<file path="config.mk">
export PLATFORM = sky130hd
export DESIGN_NAME = mdu_iter
export DESIGN_NICKNAME = d
export VERILOG_FILES = /design/src/rtl/mdu_pkg.sv /design/src/rtl/mdu_divstep.sv /design/src/rtl/mdu_iter.sv
export SDC_FILE = /design/constraint.sdc
export NUM_CORES = 1
export LEC_CHECK = 0
export ABC_AREA = 0
export CORE_UTILIZATION = 30
export DETAILED_ROUTE_END_ITERATION = 8
export GPL_ROUTABILITY_DRIVEN = 0
export MAX_ROUTING_LAYER = met4
export PLACE_DENSITY = 0.43
export SYNTH_ARGS = -nofsm -noshare
export SYNTH_HDL_FRONTEND = slang
export SYNTH_HIERARCHICAL = 1
export SYNTH_SLANG_ARGS = --single-unit
</file>
<file path="constraint.sdc">
create_clock -name clk -period 18.85 [get_ports clk]
set_clock_uncertainty 0.2 [all_clocks]
set_input_delay 1.885 -clock clk [delete_from_list [all_inputs] [get_ports clk]]
set_output_delay 1.885 -clock clk [all_outputs]
set_load 0.01 [all_outputs]
</file>
<file path="src/rtl/mdu_pkg.sv">
// Shared definitions for the iterative RV32M multiply/divide unit.
package mdu_pkg;

    localparam int XLEN = 32;

    localparam logic [2:0] F3_MUL    = 3'd0;
    localparam logic [2:0] F3_MULH   = 3'd1;
    localparam logic [2:0] F3_MULHSU = 3'd2;
    localparam logic [2:0] F3_MULHU  = 3'd3;
    localparam logic [2:0] F3_DIV    = 3'd4;
    localparam logic [2:0] F3_DIVU   = 3'd5;
    localparam logic [2:0] F3_REM    = 3'd6;
    localparam logic [2:0] F3_REMU   = 3'd7;

    typedef enum logic [1:0] {
        S_IDLE = 2'd0,
        S_MUL  = 2'd1,
        S_DIV  = 2'd2,
        S_DONE = 2'd3
    } state_t;

endpackage

</file>
<file path="src/rtl/mdu_divstep.sv">
// One restoring-division step on unsigned magnitudes; purely combinational.
// Shifts the next dividend bit into the partial remainder and emits one quotient bit.
module mdu_divstep import mdu_pkg::*; (
    input  logic [XLEN-1:0] rem_in,
    input  logic [XLEN-1:0] quo_in,
    input  logic [XLEN-1:0] divisor,
    output logic [XLEN-1:0] rem_out,
    output logic [XLEN-1:0] quo_out
);
    logic [XLEN:0] rem_sh;
    logic [XLEN:0] diff;

    // rem_in < divisor always holds, so diff[XLEN] is exactly the borrow.
    assign rem_sh  = {rem_in, quo_in[XLEN-1]};
    assign diff    = rem_sh - {1'b0, divisor};
    assign rem_out = diff[XLEN] ? rem_sh[XLEN-1:0] : diff[XLEN-1:0];
    assign quo_out = {quo_in[XLEN-2:0], ~diff[XLEN]};

endmodule

</file>
<file path="src/rtl/mdu_iter.sv">
// Iterative RV32M MUL/DIV: 33-cycle latency (1 for div special cases, and for MUL* with
// MDU_FAST_MUL_EN); start is ignored while busy, results go out on a registered write port.
module mdu_iter import mdu_pkg::*; #(
    parameter int XLEN  = 32,
    parameter int CNT_W = 6
) (
    input  logic            clk,
    input  logic            rst_n,
    input  logic            start,
    input  logic [2:0]      funct3,
    input  logic [XLEN-1:0] op_a,
    input  logic [XLEN-1:0] op_b,
    input  logic [4:0]      rd,
    output logic            busy,
    output logic            done,
    output logic            wb_we,
    output logic [4:0]      wb_waddr,
    output logic [XLEN-1:0] wb_wdata
);
    localparam logic [XLEN-1:0] INT_MIN = {1'b1, {(XLEN-1){1'b0}}};

    state_t            state;
    logic [CNT_W-1:0]  cnt;
    logic [2:0]        f3_q;
    logic [4:0]        rd_q;
    logic [2*XLEN-1:0] acc;
    logic [XLEN-1:0]   opnd;
    logic              a_neg_q;
    logic              res_neg_q;

    logic            a_signed, b_signed, a_neg, b_neg;
    logic [XLEN-1:0] mag_a, mag_b;
    logic            is_div, div_zero, div_ovf;
    logic [XLEN-1:0] special_res;

    assign a_signed = (funct3 == F3_MUL) || (funct3 == F3_MULH) || (funct3 == F3_MULHSU) ||
                      (funct3 == F3_DIV) || (funct3 == F3_REM);
    assign b_signed = (funct3 == F3_MUL) || (funct3 == F3_MULH) ||
                      (funct3 == F3_DIV) || (funct3 == F3_REM);
    assign a_neg    = a_signed & op_a[XLEN-1];
    assign b_neg    = b_signed & op_b[XLEN-1];
    assign mag_a    = a_neg ? -op_a : op_a;
    assign mag_b    = b_neg ? -op_b : op_b;

    assign is_div   = funct3[2];
    assign div_zero = (op_b == '0);
    assign div_ovf  = ((funct3 == F3_DIV) || (funct3 == F3_REM)) &&
                      (op_a == INT_MIN) && (&op_b);
    assign special_res = div_zero ? (funct3[1] ? op_a : '1)
                                  : (funct3[1] ? '0 : INT_MIN);

    // acc holds {partial product, remaining multiplier} or {remainder, dividend/quotient}.
    logic [XLEN:0]     mul_sum;
    logic [2*XLEN-1:0] mul_nxt, mul_fix;
    logic [XLEN-1:0]   mul_res;

    assign mul_sum = {1'b0, acc[2*XLEN-1:XLEN]} + (acc[0] ? {1'b0, opnd} : '0);
    assign mul_nxt = {mul_sum, acc[XLEN-1:1]};
    assign mul_fix = res_neg_q ? -mul_nxt : mul_nxt;
    assign mul_res = (f3_q == F3_MUL) ? mul_fix[XLEN-1:0] : mul_fix[2*XLEN-1:XLEN];

    logic [XLEN-1:0] rem_nxt, quo_nxt, div_res;

    mdu_divstep u_divstep (
        .rem_in  (acc[2*XLEN-1:XLEN]),
        .quo_in  (acc[XLEN-1:0]),
        .divisor (opnd),
        .rem_out (rem_nxt),
        .quo_out (quo_nxt)
    );

    assign div_res = f3_q[1] ? (a_neg_q ? -rem_nxt : rem_nxt)
                             : (res_neg_q ? -quo_nxt : quo_nxt);

`ifdef MDU_FAST_MUL_EN
    logic [2*XLEN-1:0] fast_prod, fast_fix;
    logic [XLEN-1:0]   fast_res;

    assign fast_prod = {{XLEN{1'b0}}, mag_a} * {{XLEN{1'b0}}, mag_b};
    assign fast_fix  = (a_neg ^ b_neg) ? -fast_prod : fast_prod;
    assign fast_res  = (funct3 == F3_MUL) ? fast_fix[XLEN-1:0] : fast_fix[2*XLEN-1:XLEN];
`endif

    logic            fin_vld;
    logic [4:0]      fin_rd;
    logic [XLEN-1:0] fin_res;

    always_comb begin
        fin_vld = 1'b0;
        fin_rd  = rd_q;
        fin_res = '0;
        case (state)
            S_IDLE: begin
                fin_rd = rd;
                if (start && is_div && (div_zero || div_ovf)) begin
                    fin_vld = 1'b1;
                    fin_res = special_res;
                end
`ifdef MDU_FAST_MUL_EN
                if (start && !is_div) begin
                    fin_vld = 1'b1;
                    fin_res = fast_res;
                end
`endif
            end
            S_MUL: if (cnt == CNT_W'(1)) begin
                fin_vld = 1'b1;
                fin_res = mul_res;
            end
            S_DIV: if (cnt == CNT_W'(1)) begin
                fin_vld = 1'b1;
                fin_res = div_res;
            end
            default: ;
        endcase
    end

    always_ff @(posedge clk) begin
        if (!rst_n) begin
            state     <= S_IDLE;
            cnt       <= '0;
            f3_q      <= '0;
            rd_q      <= '0;
            acc       <= '0;
            opnd      <= '0;
            a_neg_q   <= 1'b0;
            res_neg_q <= 1'b0;
            busy      <= 1'b0;
            done      <= 1'b0;
            wb_we     <= 1'b0;
            wb_waddr  <= '0;
            wb_wdata  <= '0;
        end else begin
            done  <= 1'b0;
            wb_we <= 1'b0;
            case (state)
                S_IDLE: if (start) begin
                    f3_q      <= funct3;
                    rd_q      <= rd;
                    cnt       <= CNT_W'(XLEN);
                    a_neg_q   <= a_neg;
                    res_neg_q <= a_neg ^ b_neg;
                    busy      <= 1'b1;
                    if (is_div) begin
                        acc   <= {{XLEN{1'b0}}, mag_a};
                        opnd  <= mag_b;
                        state <= S_DIV;
                    end else begin
                        acc   <= {{XLEN{1'b0}}, mag_b};
                        opnd  <= mag_a;
                        state <= S_MUL;
                    end
                end
                S_MUL: begin
                    acc <= mul_nxt;
                    cnt <= cnt - CNT_W'(1);
                end
                S_DIV: begin
                    acc <= {rem_nxt, quo_nxt};
                    cnt <= cnt - CNT_W'(1);
                end
                S_DONE: begin
                    busy  <= 1'b0;
                    state <= S_IDLE;
                end
                default: state <= S_IDLE;
            endcase
            if (fin_vld) begin
                state    <= S_DONE;
                done     <= 1'b1;
                wb_we    <= (fin_rd != 5'd0);
                wb_waddr <= fin_rd;
                wb_wdata <= fin_res;
            end
        end
    end

endmodule

</file>
Yosys cells after proc, flatten, opt, wreduce, memory -nomap -nowiden

Index checks and enable logic that the tools add are counted.

Register bits after elaboration: 154
Output and inout bits: 40

$add $sub $neg: 8
Equality and inequality tests: 11
Multiplexer cells: 33
Bitwise gates (word level): 4
Reduce and logical (&&, ||, !) cells: 29

Operator list:

| operator                                                            | count |
|---|---|
| 32-bit two-way mux                                                  | 16 |
| 64-bit one-hot mux with 3 select lines                              | 1 |
| 64-bit two-way mux                                                  | 2 |
| 32-bit negation                                                     | 4 |
| 32-bit one-hot mux with 3 select lines                              | 1 |
| 64-bit negation                                                     | 1 |
| 32-bit by 32-bit adder with 33-bit output                           | 1 |
| 33-bit by 32-bit subtractor with 33-bit output                      | 1 |
| 32-bit == test (second input constant)                              | 1 |
| 32-bit zero test                                                    | 1 |
| 32-bit AND reduction                                                | 1 |
| 6-bit one-hot mux with 2 select lines                               | 1 |
| 2-bit AND reduction                                                 | 6 |
| 1-bit logical OR                                                    | 8 |
| 3-bit == test (second input constant)                               | 2 |
| 6-bit by 1-bit == test with 1-bit output (second input constant)    | 1 |
| 3-bit zero test                                                     | 2 |
| 2-bit two-way mux                                                   | 3 |
| 6-bit two-way mux                                                   | 1 |
| 3-bit nonzero test                                                  | 2 |
| 6-bit by 1-bit subtractor with 6-bit output (second input constant) | 1 |
| 5-bit two-way mux                                                   | 1 |
| 5-bit nonzero test                                                  | 1 |
| 2-bit == test (second input constant)                               | 2 |
| other kinds (15)                                                    | 24 |

Longest topological paths before layout

Gate-level depths: netlist of run 1.

Depth after elaboration: 10
Gate-level depth with buffers: 27
Gate-level depth less buffers: 25

Hierarchy

The synthesis of run 1 kept the hierarchy.

Modules (own cells, without submodules):

| module      | instances | cells each | area an instance (um2) | sequential area each (um2) |
|---|---|---|---|---|
| mdu_iter    | 1         | 2034       | 14355.0                | 3083.0 |
| mdu_divstep | 1         | 336        | 2591.2                 | 0.0 |

Least setup slack after synthesis of run 1

Ideal clock, no wire load.

Path kind: register -> register
From: reg acc[31]
To: reg wb_wdata[31]
Arrival time: 6.040 ns
Required time: 18.532 ns
Path slack: 12.492 ns
Cell stages (with the launch flop): 26
Period minus slack after synthesis: 6.358 ns
Cell sequence: dfxtp_1 > inv_1 > ha_1 > fa_1 > and2b_1 > o2111ai_2 > a21oi_2 > o2111ai_1 > a211oi_2 > nor2_4 > mux2i_4 > and2_4 > buf_12 > inv_8 > mux2_2 > or4_1 > nor4_1 > nand3_1 > or3_1 > or3b_2 > o31ai_1 > xor2_1 > a211oi_1 > nor4b_1 > o32a_1 > nand2_1

Word-level cells in the longest chain between the ends: 7
Elaborated cells between the ends (all ways): 14

Ends and longest elaborated chain:

| item                                           | line              | text |
|---|---|---|
| start: declaration                             | mdu_iter.sv:26    | `logic [2*XLEN-1:0] acc;` |
| start signal: assignment                       | mdu_iter.sv:145   | `acc <= {{XLEN{1'b0}}, mag_a};` |
| start signal: assignment                       | mdu_iter.sv:149   | `acc <= {{XLEN{1'b0}}, mag_b};` |
| start signal: assignment                       | mdu_iter.sv:155   | `acc <= mul_nxt;` |
| 33-bit by 32-bit subtractor with 33-bit output | mdu_divstep.sv:15 | `assign diff = rem_sh - {1'b0, divisor};` |
| 32-bit two-way mux                             | mdu_divstep.sv:16 | `assign rem_out = diff[XLEN] ? rem_sh[XLEN-1:0] : diff[XLEN-1:0];` |
| net rem_nxt[3]                                 | mdu_iter.sv:62    | `logic [XLEN-1:0] rem_nxt, quo_nxt, div_res;` |
| 32-bit negation                                | mdu_iter.sv:72    | `assign div_res = f3_q[1] ? (a_neg_q ? -rem_nxt : rem_nxt)` |
| 32-bit two-way mux (2 in a row)                | mdu_iter.sv:72    |  |
| 32-bit two-way mux                             | mdu_iter.sv:110   | `S_DIV: if (cnt == CNT_W'(1)) begin` |
| 32-bit one-hot mux with 3 select lines         | mdu_iter.sv:92    | `case (state)` |
| end signal: assignment                         | mdu_iter.sv:173   | `wb_wdata <= fin_res;` |
| end: declaration                               | mdu_iter.sv:18    | `output logic [XLEN-1:0] wb_wdata` |

The timed path passes the listed nets, and every way through them passes these cells.
A chain may end at the register's enable or synchronous reset.

Worst setup path in the final report of run 1

From: reg acc[31]
To: reg wb_wdata[31]

Word-level cells in the longest chain between the ends: 7
Elaborated cells between the ends (all ways): 14

Ends and longest elaborated chain:

| item                                           | line              | text |
|---|---|---|
| 33-bit by 32-bit subtractor with 33-bit output | mdu_divstep.sv:15 |  |
| 1-bit NOT                                      | mdu_divstep.sv:17 | `assign quo_out = {quo_in[XLEN-2:0], ~diff[XLEN]};` |
| net quo_nxt[0]                                 | mdu_iter.sv:62    |  |
| 32-bit negation                                | mdu_iter.sv:73    | `: (res_neg_q ? -quo_nxt : quo_nxt);` |
| 32-bit two-way mux                             | mdu_iter.sv:73    |  |
| 32-bit two-way mux                             | mdu_iter.sv:72    |  |
| 32-bit two-way mux                             | mdu_iter.sv:110   |  |
| 32-bit one-hot mux with 3 select lines         | mdu_iter.sv:92    |  |

The timed path passes the listed nets, and every way through them passes these cells.

==> results.sh, run 1 <==
export IMPL_yosys_warnings=6
export IMPL_hpwlAfterDp_mm=57.9
export IMPL_grt_usage_pct=26.9
export IMPL_cp_num_buf_inv=2
export IMPL_gr_total_overflow=0
export IMPL_power_density_mw_per_mm2=67.8
export IMPL_clockBufferDepth=2
export IMPL_synth_edf_count=0
export IMPL_grt_max_degree=85
export IMPL_hp_start="opnd[11]"
export IMPL_cts_resized=0
export IMPL_hold_violations=0
export IMPL_reg2reg_from="acc[31]"
export IMPL_crit_required_ns=19.04
export IMPL_ctsHoldBuffers=0
export IMPL_area_growth_pct=12.4
export IMPL_post_route_drc_count=0
export IMPL_worstSetupPathType="reg2reg"
export IMPL_start_kind="flip-flop"
export IMPL_cap_violations=0
export IMPL_path_cells="inv_1, ha_1, fa_1, and2b_1, o2111ai_2, a21oi_2, o2111ai_1, a211oi_2, nor2_4, mux2i_4, and2_4, inv_8, mux2_2, or4_1, nor4_1, nand3_1, or3_1, or3b_2, o31ai_1, xor2_1, a211oi_1, nor4b_1, o32a_1, nand2_1"
export IMPL_drt_iter0_drc=1653
export IMPL_rsz0062_at_grt="no"
export IMPL_cts_sinks=154
export IMPL_synth_cell_types=93
export IMPL_htreeDepth=4
export IMPL_root_buffer="clkbuf_16"
export IMPL_synth_top_flop_cell="dfxtp_1"
export IMPL_critPathSlowestCell="or4_1"
export IMPL_cp_data_arrival_time_ns=8.05
export IMPL_synth_nets=2524
export IMPL_startpoint="acc[31]"
export IMPL_path_clk_slew_ns=0.08
export IMPL_fmax_mhz=127
export IMPL_setup_slack_ns=10.99
export IMPL_grt_pass1_wl_mm=112
export IMPL_fin_crit_sh_pct=41.7
export IMPL_core_area_sq_mm=0.0554
export IMPL_finalPower_mw=1.29
export IMPL_grt_pass1_vias=16862
export IMPL_cts_setup_buffers=0
export IMPL_path_max_fanout=27
export IMPL_cts_inserted_buffers=17
export IMPL_multi_input_area_sq_mm=0.0127
export IMPL_clock_latency_ns=0.50
export IMPL_dp_cells=3078
export IMPL_routed_via_density=5.75
export IMPL_max_slew_margin_rel_pct=16.3
export IMPL_async_flop_share_pct=0
export IMPL_io_pins=115
export IMPL_num_vias=17877
export IMPL_leakagePower_nw=7.01
export IMPL_nNetsFinal=2503
export IMPL_drive_gt1_share_pct=6.05
export IMPL_slew_viol_final=0
export IMPL_fin_setup_tns_ns=0
export IMPL_ant_nets=0
export IMPL_fin_crit_ns=7.86
export IMPL_io_buffers=114
export IMPL_cts_tree="done"
export IMPL_die_y_um=240
export IMPL_setup_viol=0
export IMPL_endpoint_kind="flip-flop"
export IMPL_antenna_found_initial=2
export IMPL_final_cell_area_sq_mm=0.0190
export IMPL_syn_inst=2370
export IMPL_die_x_um=240
export IMPL_wl_per_cell_um=24.0
export IMPL_tightestPinTransition_ns=1.25
export IMPL_fillers=5958
export IMPL_run_status="finished clean"
export IMPL_syn_area_per_cell_sq_um=7.15
export IMPL_rows=86
export IMPL_start_util_pct=30.6
export IMPL_finalWirelength_mm=74.7
export IMPL_dpl_cell_area_sq_mm=0.0184
export IMPL_ys_seq_area_share_pct=18.2
export IMPL_slowest_delay_ns=0.60
export IMPL_synth_area_sq_mm=0.0169
export IMPL_crit_family="simple AND/OR/NAND/NOR gates"
export IMPL_ff_latch_area_sq_mm=0.00309
export IMPL_drtPass1Iterations=5
export IMPL_synth_seq_cells=154
export IMPL_pre_cts_ws_ns=11.11
export IMPL_layoutNonFillerInstCount=3111
export IMPL_hold_path_class="reg2reg"
export IMPL_ir_drop_uv=65.6
export IMPL_dieArea_sq_mm=0.0574
## path summary, 6_finish.rpt
| kind | to | slack, ns | cells past startpoint |
|---|---|---|---|
| worst max-delay path | wb_wdata[31] | 10.99 | 24 |
| worst min-delay path | opnd[11] | 0.27 | 2 |
| worst max register to register | wb_wdata[31] | 10.99 | 24 |
| worst min register to register | opnd[11] | 0.27 | 2 |
## synthesized netlist by cell type (all sizes together) (30+ instances only)
cell type  instances  share of area [%]
and2              48                1.8
nand2            239                5.3
a21o              30                1.3
a21oi            221                6.6
nand3             35                1.0
o21ai            157                4.6
inv               68                1.6
a22oi             58                2.6
o211ai            39                1.7
a31oi             31                1.1
or3               31                1.1
o31ai             43                1.9
clkbuf           135                3.0
nor2             231                5.2
nor3              46                1.4
xor2             102                5.3
a22o              33                1.7
dfxtp            154                 18
buf               50                2.3
xnor2            120                6.2
a211oi            56                2.5
ha                77                5.7
## power by group
| group | leakage [nW] | switching [mW] | total (mW) | internal, mW |
|---|---|---|---|---|
| clock | 0.305 | 0.173 | 0.392 | 0.219 |
| sequential | 1.26 | 0.0548 | 0.407 | 0.352 |
| combinational | 5.45 | 0.310 | 0.492 | 0.181 |
| total | 7.01 | 0.538 | 1.29 | 0.752 |
## per-stage QoR
| stage | hold slack (ns) | util, % |
|---|---|---|
| 2_1_floorplan | 0.240 | - |
| 3_3_place_gp | 0.253 | 33.2 |
| 3_5_place_dp | 0.261 | 33.2 |
| 4_1_cts | 0.269 | 34.4 |
| 5_1_grt | 0.293 | 34.4 |
| 6_report | 0.270 | 34.4 |
## cell usage in the layout, fill, tap and decap left out, drive strengths merged, types with 43 or more instances in the layout
cell,instances
a21oi,221
o21ai,157
nor3,46
xor2,102
inv,74
and2,48
o31ai,43
xnor2,120
nand2,239
dfxtp,154
ha,77
clkdlybuf4s50,113
nor2,231
a22oi,58
a211oi,56
## worst reg2reg max path: stages (launching register included)
cell and delay [ns]:
dfxtp_1 0.54, inv_1 0.08, ha_1 0.24, fa_1 0.40
and2b_1 0.25, o2111ai_2 0.14, a21oi_2 0.28, o2111ai_1 0.29
a211oi_2 0.35, nor2_4 0.10, mux2i_4 0.42, and2_4 0.37
inv_8 0.14, mux2_2 0.36, or4_1 0.60, nor4_1 0.46
nand3_1 0.29, or3_1 0.44, or3b_2 0.51, o31ai_1 0.30
xor2_1 0.19, a211oi_1 0.09, nor4b_1 0.46, o32a_1 0.22
nand2_1 0.05
## flip-flops by register name (all words and copies together), names as in the netlist, 2 cells and up
name / flops
state: 2
opnd: 32
wb_wdata: 32
rd_q: 5
acc: 64
wb_waddr: 5
f3_q: 3
cnt: 6
## layer usage
| layer | vias up | wire (um) | GRT usage [%] |
|---|---|---|---|
| met4 | 0 | 1410 | 6.74 |
| met2 | 594 | 32500 | 39.7 |
| met1 | 8649 | 36300 | 37.8 |
| met3 | 54 | 4600 | 4.18 |
| met5 | - | 0 | - |
| li1 | 8580 | - | - |
## final cells by class
type,count,share of cell area (%)
Multi-Input combinational cell,1961,66.9
Clock inverter,13,0.946
Timing Repair Buffer,147,7.27
Clock buffer,19,2.38
Sequential cell,154,16.2
Inverter,68,1.39
Antenna cell,1,0.0131
Tap cell,748,4.91
## cells by family after synthesis
kind of cell	synth area share (%)
simple gates	23.6
compound gates	30.2
mux	3.68
flops	18.2
buf+inv	6.92
fa+ha+maj	5.92
xor+xnor	11.5
No activity file was read; power rests on OpenSTA's default activity.
==> run 2: changes to the inputs <==
Clock period 18.85 ns to 7.9 ns, I/O delays scaled along.
==> results.sh, run 2 (same netlist as run 1, synthesis figures left out) <==
export IMPL_tightestPinTransition_ns=1.16
export IMPL_start_kind="flip-flop"
export IMPL_nNetsFinal=2506
export IMPL_fmax_mhz=136
export IMPL_cts_sinks=154
export IMPL_holdWs_ns=0.264
export IMPL_path_clk_slew_ns=0.07
export IMPL_hpwlAfterDp_mm=58.4
export IMPL_grt_usage_pct=27.1
export IMPL_drt_iter0_drc=1764
export IMPL_gr_total_overflow=0
export IMPL_n_antenna_cell=0
export IMPL_cp_data_arrival_time_ns=7.55
export IMPL_ant_nets=0
export IMPL_hold_path_class="reg2reg"
export IMPL_die_x_um=240
export IMPL_leakagePower_nw=7.00
export IMPL_area_growth_pct=12.3
export IMPL_cts_setup_buffers=0
export IMPL_fin_setup_tns_ns=0
export IMPL_cp_num_buf_inv=2
export IMPL_max_slew_margin_rel_pct=22.1
export IMPL_clock_latency_ns=0.51
export IMPL_num_vias=18085
export IMPL_top_regs="acc (64), opnd (32), wb_wdata (32)"
export IMPL_layout_commonest_cell="nand2_1"
export IMPL_io_pins=115
export IMPL_antenna_found_initial=2
export IMPL_htreeDepth=4
export IMPL_cts_inserted_buffers=17
export IMPL_clockBufferDepth=2
export IMPL_regMostFlops="acc"
export IMPL_drive_gt1_share_pct=6.17
export IMPL_r2r_end="wb_wdata[31]"
export IMPL_hold_depth=2
export IMPL_rows=86
export IMPL_worstSetupPathType="reg2reg"
export IMPL_critPathSlowestCell="or4_1"
export IMPL_fin_crit_sh_pct=93.0
export IMPL_post_route_drc_count=0
export IMPL_drtPass1Iterations=6
export IMPL_setup_viol=0
export IMPL_hp_start="opnd[15]"
export IMPL_root_buffer="clkbuf_16"
export IMPL_fin_crit_ns=7.35
export IMPL_reg2reg_from="acc[31]"
export IMPL_mostFrequentLayoutCells="239 x nand2_1, 229 x nor2_1, 217 x a21oi_1"
export IMPL_wl_per_cell_um=24.2
export IMPL_power_density_mw_per_mm2=160
export IMPL_dieArea_sq_mm=0.0574
export IMPL_ctsHoldBuffers=0
export IMPL_reg2reg_slack_ns=0.55
export IMPL_hold_path_end="opnd[15]"
export IMPL_hold_violations=0
export IMPL_die_y_um=240
export IMPL_startpoint="acc[31]"
export IMPL_ff2ff_path_depth=24
export IMPL_io_buffers=114
export IMPL_slew_viol_final=0
export IMPL_core_area_sq_mm=0.0554
export IMPL_routed_via_density=5.81
export IMPL_crit_required_ns=8.10
export IMPL_cts_tree="done"
export IMPL_grt_max_degree=73
export IMPL_ir_drop_uv=184
export IMPL_rsz0062_at_grt="no"
export IMPL_run_status="finished clean"
export IMPL_path_cells="inv_1, ha_1, fa_1, and2b_1, o2111ai_2, a21oi_2, o2111ai_1, a211oi_2, nor2_4, mux2i_4, and2_4, inv_8, mux2_2, or4_1, nor4_1, nand3_1, or3_1, or3b_2, o31ai_1, xor2_1, a211oi_1, nor4b_1, o32a_1, nand2_1"
export IMPL_start_util_pct=30.6
export IMPL_cts_resized=0
export IMPL_grt_pass1_wl_mm=113
export IMPL_grt_pass1_vias=16955
export IMPL_largest_reg_flops=64
export IMPL_endpoint_kind="flip-flop"
export IMPL_finalWirelength_mm=75.3
export IMPL_crit_family="simple AND/OR/NAND/NOR gates"
export IMPL_slowest_delay_ns=0.60
export IMPL_path_max_fanout=27
export IMPL_cap_violations=0
run 2: worst max path at each step:
stage                               to  slack [ns]  cells after the start
final                     wb_wdata[31]        0.55                     24
after global routing      wb_wdata[31]        0.20                     24
after CTS                 wb_wdata[31]        0.57                     24
after detailed placement  wb_wdata[31]        0.61                     24
after global placement    wb_wdata[31]        0.67                     24
after floorplan           wb_wdata[31]        1.54                     25
run 2: cell type report:
cell class                 instances  area [sq um]
tap                              748           936
clock buffer                      18           439
sequential                       154          3090
clock inverter                    14           163
fill                            5981         36400
multi-input combinational       1961         12700
timing repair buffer             150          1410
inverter                          68           265
run 2: per-stage QoR:
stage	power, mW	utilization [%]	instance area (sq um)	worst slack (ns)	std cells
2_1_floorplan	1.77	-	16900	1.54	2370
3_3_place_gp	2.14	33.3	18400	0.668	3081
3_5_place_dp	2.15	33.3	18400	0.613	3081
4_1_cts	3.05	34.3	19000	0.566	3113
5_1_grt	3.20	34.3	19000	0.199	3113
6_report	3.04	34.3	19000	0.550	3113
run 2: layer usage:
layer  track usage, %  vias up  routed length [um]  part of all wire, %
met2             40.1      655               32900                   44
met1             38.4     8786               36300                   48
met3             3.53       63                4580                  6.1
met4             6.86        0                1500                  2.0
li1                 -     8581                   -                    -
met5                -        -                   0                    0
run 2: power breakdown:
group,switching [mW],internal [mW]
clock network,0.408,0.478
registers,0.132,0.840
logic,0.746,0.434
total,1.29,1.75
run 2: tightest hold or removal path: stages, from the launching register on:
cell and delay, ns:
dfxtp_1 0.32, nand2_1 0.05, a21oi_1 0.05
